### src/rtl/wb_regfile.sv
// wb_regfile: write-back stage register file.
// The file holds 32 x 32-bit registers. Register 0 always reads zero.
// It has two combinational read ports and a retired-instruction counter.
// Optional feature: define WB_BYPASS_EN to forward the write-back value to a
// read port in the same cycle as the write. Without it, the reads return the
// array contents only.
module wb_regfile #(
  parameter int RETIRE_W = 16
) (
  input  logic                Clk,
  input  logic                Rst,
  input  logic                Valid,
  input  logic                RegWrite,
  input  logic                MemtoReg,
  input  logic [31:0]         ReadData,
  input  logic [31:0]         AluResult,
  input  logic [4:0]          Mux,
  input  logic [4:0]          RdAddrA,
  input  logic [4:0]          RdAddrB,
  output logic [31:0]         RdDataA,
  output logic [31:0]         RdDataB,
  output logic [31:0]         WbData,
  output logic [RETIRE_W-1:0] RetireCount
);

  logic [31:0]         regs_q [0:31];
  logic [RETIRE_W-1:0] retire_q;
  logic [RETIRE_W-1:0] retire_d;
  logic                wr_en;
  logic [4:0]          rd_addr [0:1];
  logic [31:0]         rd_data [0:1];

  // Select the write-back value, and qualify the write (reset drops the instruction).
  always_comb begin
    WbData   = MemtoReg ? ReadData : AluResult;
    wr_en    = Valid && RegWrite && (Mux != 5'd0) && !Rst;
    retire_d = retire_q + RETIRE_W'(1);
  end

  // Update the register array and the retire counter; reset has priority over both.
  always_ff @(posedge Clk) begin
    if (Rst) begin
      for (int i = 0; i < 32; i++) begin
        regs_q[i] <= 32'd0;
      end
      retire_q <= '0;
    end else begin
      if (wr_en) begin
        regs_q[Mux] <= WbData;
      end
      if (Valid) begin
        retire_q <= retire_d;
      end
    end
  end

  assign rd_addr[0] = RdAddrA;
  assign rd_addr[1] = RdAddrB;

  // The two read ports are identical, so generate one read path per port.
  generate
    for (genvar gi = 0; gi < 2; gi++) begin : g_rd
      // Combinational read. Index 0 is forced to zero.
      // When enabled, a qualified write to the same index is forwarded.
      always_comb begin
        rd_data[gi] = regs_q[rd_addr[gi]];
`ifdef WB_BYPASS_EN
        if (wr_en && (rd_addr[gi] == Mux)) begin
          rd_data[gi] = WbData;
        end
`endif
        if (rd_addr[gi] == 5'd0) begin
          rd_data[gi] = 32'd0;
        end
      end
    end
  endgenerate

  assign RdDataA     = rd_data[0];
  assign RdDataB     = rd_data[1];
  assign RetireCount = retire_q;

endmodule
### config.mk
export PLATFORM = sky130hd
export DESIGN_NAME = wb_regfile
export DESIGN_NICKNAME = d
export VERILOG_FILES = /design/src/rtl/wb_regfile.sv
export SDC_FILE = /design/constraint.sdc
export NUM_CORES = 2
export LEC_CHECK = 0
export CAP_MARGIN = 40
export CORE_MARGIN = 2
export CORE_UTILIZATION = 45
export DETAILED_ROUTE_END_ITERATION = 8
export PLACE_DENSITY = 0.65
export SLEW_MARGIN = 10
export SYNTH_ARGS = -nofsm -noshare
export SYNTH_HDL_FRONTEND = slang
export SYNTH_SLANG_ARGS = --single-unit
### constraint.sdc
create_clock -name Clk -period 6.85 [get_ports Clk]
set_input_delay 2.055 -clock Clk [delete_from_list [all_inputs] [get_ports Clk]]
set_output_delay 2.055 -clock Clk [all_outputs]
set_load 0.005 [all_outputs]
## Word level (Yosys, flattened, before mapping)

Memory sizes are Yosys's and may differ from the RTL's.
Index checks and enable logic that the tools add are counted.

- Register bits after elaboration: 16
- Bits in writable memories: 1,024
- Input port bits: 84
- Output and inout bits: 112
- Word-level logic and storage cells: 22
- Memories: 1

- Add/subtract/negate cells: 1
- Mux-type cells: 11
- Reduce and logical (&&, ||, !) cells: 8

Memories:

| name | words | width | read ports | clocked after Yosys merged registers in | wr ports | RTL line | RTL |
|---|---|---|---|---|---|---|---|
| regs_q | 32 | 32 | 2 | 0 | 32 | 26 | `logic [31:0] regs_q [0:31];` |

Operator list:

| kind | number |
|---|---|
| 2-to-1 mux 32 bit | 4 |
| OR reduction 32 bit | 1 |
| adder 16 x 1 -> 16 bit (second input constant) | 1 |
| zero test 5 bit | 2 |
| 2-to-1 mux 1 bit | 6 |
| 2-to-1 mux 5 bit | 1 |
| nonzero test 5 bit | 1 |
| logical AND 1 bit | 3 |
| zero test 1 bit | 1 |

## Longest topological paths before layout

- Word-level depth: 8
- Depth in mapped cells: 7
- Mapped depth without buffers: 5

## Worst setup path before layout

Ideal clock, no wire load.

- Path type: input-to-output
- From: input port RdAddrB[0]
- To: output port RdDataB[10]
- Arrival time: 3.319 ns
- Required time: 4.795 ns
- Slack: 1.476 ns
- Cell stages on the path: 6
- Path buffers: 2
- Cells stage by stage: buf_4 buf_4 mux4_2 nor2b_1 a211oi_1 a311oi_1

- Cells in the longest elaborated chain, start to end: 2
- Elaborated cells between the ends (all ways): 3
- Classes of those cells: mux: 1; reduce/logical: 1; memory: 1

RTL lines:

| element | RTL line | RTL |
|---|---|---|
| from (decl) | 19 | `input logic [4:0] RdAddrB,` |
| memory read (32 x 32 bit) / zero test 5 bit (equally long branches) | - |  |
| 2-to-1 mux 32 bit (*) | 72 | `if (rd_addr[gi] == 5'd0) begin` |
| to (decl) | 21 | `output logic [31:0] RdDataB,` |

Every way passes the cells marked *; elsewhere a longest branch is shown, timed or not.

## Worst setup path after layout

- From: input port RdAddrB[0]
- To: output port RdDataB[18]

The elaborated chain is that of the path after synthesis.

==> results.md <==
* Die width at 349 um
* Post-synthesis simple-gate area fraction at 9.30%
* Yosys warns at 0
* Tcrit/Tclk final at 99.6%
* Fillers at 9,649
* EDFF count, synth at 1,024
* Die height at 349 um
* Clk pwr share at 37.4%
* Syn Area/Cell at 14.2 um^2
* Commonest cells post-synth: edfxtp_1, nor2_1, mux4_2
* Switching Share at 25.1%
* Clock Skews at 0.00586 ns
* Starting Density at 45.3%
* Reg area at 31,100 um^2
* P_leak at 21.6 nW
* Power share of the combinational group at 14.1%
* Final ANT Viol Nets at 0
* Pint at 11.6 mW
* Max-cap violations at 0
* CP max stage cell: a211oi_1
* Total CTS buffers at 105
* Drt wl/cell at 31.8 um
* Sink Count at 1,040
* # nets final at 4,106
* Synth area leaders: edfxtp_1, mux4_2, nor2_1, mux2i_1, clkbuf_1
* Post-synth cell types at 45
* Skew-Pair Late Insertion Delay at 0.69 ns
* CTS tree: done
* Vias per inst at 6.56
* FMAX at 0.147 GHz
* Most common cell in the netlist: edfxtp_1
* Setup violators final at 0
* CP dominant cell by count: buf_4
* Grt ovf at 0
* Fin Hold WS at 0.513 ns
* Gpl congestion at 0.954
* Area of the multi-input gates at 20,900 um^2
* Sw Pwr at 3.89 mW
* Vias in the first global route at 37,000
* Critical-path maximum fanout at 16
* Buf+Inv Stages, Crit Path at 4
* Initial antenna violation count at 1
* Post-synthesis sequential area ratio at 58.1%
* Worst vdd ir at 0.226 mV
* DR pass1 iterations at 6
* Clk buf depth at 3
* Final core utilization at 52.8%
* Total Neg Setup Slack at 0 ns
* WL final at 179,000 um
* Min Tclk post-route at 6.82 ns
* Synth Area in Adders at 0.0234%
* H-tree levels at 3
* Gr usage total at 29.4%
* Area share of xor/xnor cells in the synthesized design at 0.196%
* Postcts setup bufs at 0
* PD cells at 248 nW/um^2
* Hold violation total from the final report at 0
* Post-route cell area at 62,400 um^2
* Cell Rows at 126
* Slew of the pin with the lowest slew margin at 0.902 ns
* Slew headroom at 39.5%
* Setup CP Type: input pin to output port
* Compound-gate portion of the synthesized area at 5.00%
* Seq cells post-synth at 1,040
* Data required time at the worst endpoint at 4.80 ns
* R2r startpoint: RetireCount[3]
* Worst min-delay path startpoint: RetireCount[6]
* Mux cell area share after synthesis at 23.2%
* Post-route DRC at 0
* Largest family of logic cells by synthesized area: multiplexers
* Synth area leader: edfxtp_1
* Largest net degree at the start of global routing at 63
* Critical path's top delay family: buffers and inverters
* Vias at 37,000
* RSZ-0062 raised after global routing: false
* Setup crit end kind: output port
* DP Area at 58,900 um^2
* Critical path startpoint: RdAddrB[0]
* Gate count after technology mapping at 3,766
* Area grow syn2layout at 16.6%
* Post-synth top area share at 57.5%
* Port bufs at 195
* Startpoint Class: input pin
* Overall Power at 15.5 mW
* Share of cells above drive strength 1 at 26.6%
* First-pass GRT wire length at 258,000 um
* Outcome: finished clean
* Type of the most critical hold path: register to register
* Synth Flop Type: edfxtp_1
* Crit-path cells: buf_4 -> buf_12 -> buf_4 -> mux4_2 -> nor2b_1 -> a211oi_1 -> a311oi_2 -> clkdlybuf4s50_1
* Root Driver: clkbuf_16
* CP max stage delay at 0.68 ns
* Final Max Tran Viols at 0
* Starting DRC count in detailed routing at 5,609
* Reg clk slew, reported paths at 0.06 ns
* Reg power frac at 48.5%
* Async SR Flop Fraction at 0%
* Die area at 122,000 um^2
* Core area at 118,000 um^2
* WP data arrival at 4.77 ns
* Dpl hpwl at 117,000 um
* N_diodes at 0
* Synth Cell Area at 53,500 um^2
* Number of I/O pins at 196
-- through the flow --
stage / std cells / setup slack, ns
2_1_floorplan: 3797 / 1.48
3_3_place_gp: 5426 / 0.0331
3_5_place_dp: 5446 / 0.0369
4_1_cts: 5643 / 0.0307
5_1_grt: 5647 / 0.0174
6_report: 5647 / 0.0285
-- flip-flops by register name (all words and copies together) (netlist names) --
signal and cells:
RetireCount 16, regs_q 1024
-- path summary, 6_finish.rpt --
path / endpoint / slack (ns) / cells after the start
setup / recovery: RdDataB[18] / 0.03 / 8
hold / removal: RetireCount[6] / 0.51 / 2
setup reg to reg: RetireCount[13] / 5.25 / 4
hold reg to reg: RetireCount[6] / 0.51 / 2
-- kinds of logic (layout without fill, tap and decap cells) --
family                   after synthesis  after routing
buffers and inverters                441            755
AND/OR/NAND/NOR                     1225           1225
AO/OA/AOI/OAI                        373            373
adder cells (fa/ha/maj)                1              1
multiplexers                         673            673
XOR/XNOR                              12             12
flip-flops                          1040           1040
other                                  1             32
-- metal layers --
| layer | routed length [um] | vias to the layer above | track usage (%) | share of wire [%] |
|---|---|---|---|---|
| li1 | - | 14900 | - | - |
| met1 | 65700 | 19000 | 39.6 | 37 |
| met2 | 83100 | 2696 | 45.7 | 46 |
| met3 | 21300 | 416 | 6.18 | 12 |
| met4 | 9440 | 2 | 13.9 | 5.3 |
| met5 | 11 | - | 0 | 0.0061 |
-- power by group through the flow --
stage          clock [mW]  sequential, mW  combinational [mW]
2_1_floorplan           0            7.55                1.20
3_3_place_gp            0            7.60                2.11
3_5_place_dp            0            7.62                2.14
4_1_cts              5.82            7.49                2.15
5_1_grt              6.06            7.52                2.26
6_report             5.79            7.49                2.18
-- area by class of cell --
| type | instances | share of cell area, % |
|---|---|---|
| multi-input cells | 2316 | 33.5 |
| clock inverters | 65 | 0.856 |
| well taps | 1536 | 3.08 |
| flip-flops and latches | 1040 | 49.8 |
| clock buffers | 132 | 4.58 |
| repair buffers | 521 | 7.98 |
| inverters | 37 | 0.227 |
-- worst reg2reg max path, cell delays in order, from the launching register on --
cell and delay, ns:
dfxtp_1 0.44, nand4_1 0.36, nor4_1 0.45, xnor2_1 0.16, nor2_1 0.05
-- cells in the final DEF, fill, tap and decap left out, types with 35 or more instances in the layout --
master / count
buf_12: 47
inv_1: 35
o21ai_1: 91
a211oi_1: 63
a311oi_1: 63
a22oi_1: 64
mux2_2: 64
edfxtp_1: 1024
buf_4: 274
nor2_1: 1013
clkdlybuf4s50_1: 183
mux2i_1: 129
mux4_2: 442
nor2b_1: 66
a221oi_1: 46
clkbuf_16: 111
nand2_1: 60
-- repair_timing --
action / 4_1_cts / 5_1_grt
resized for setup: 0 / 2
setup endpoints to repair: 0 / 2
hold buffers: 0 / 0
(Power assumes the default switching activity.)
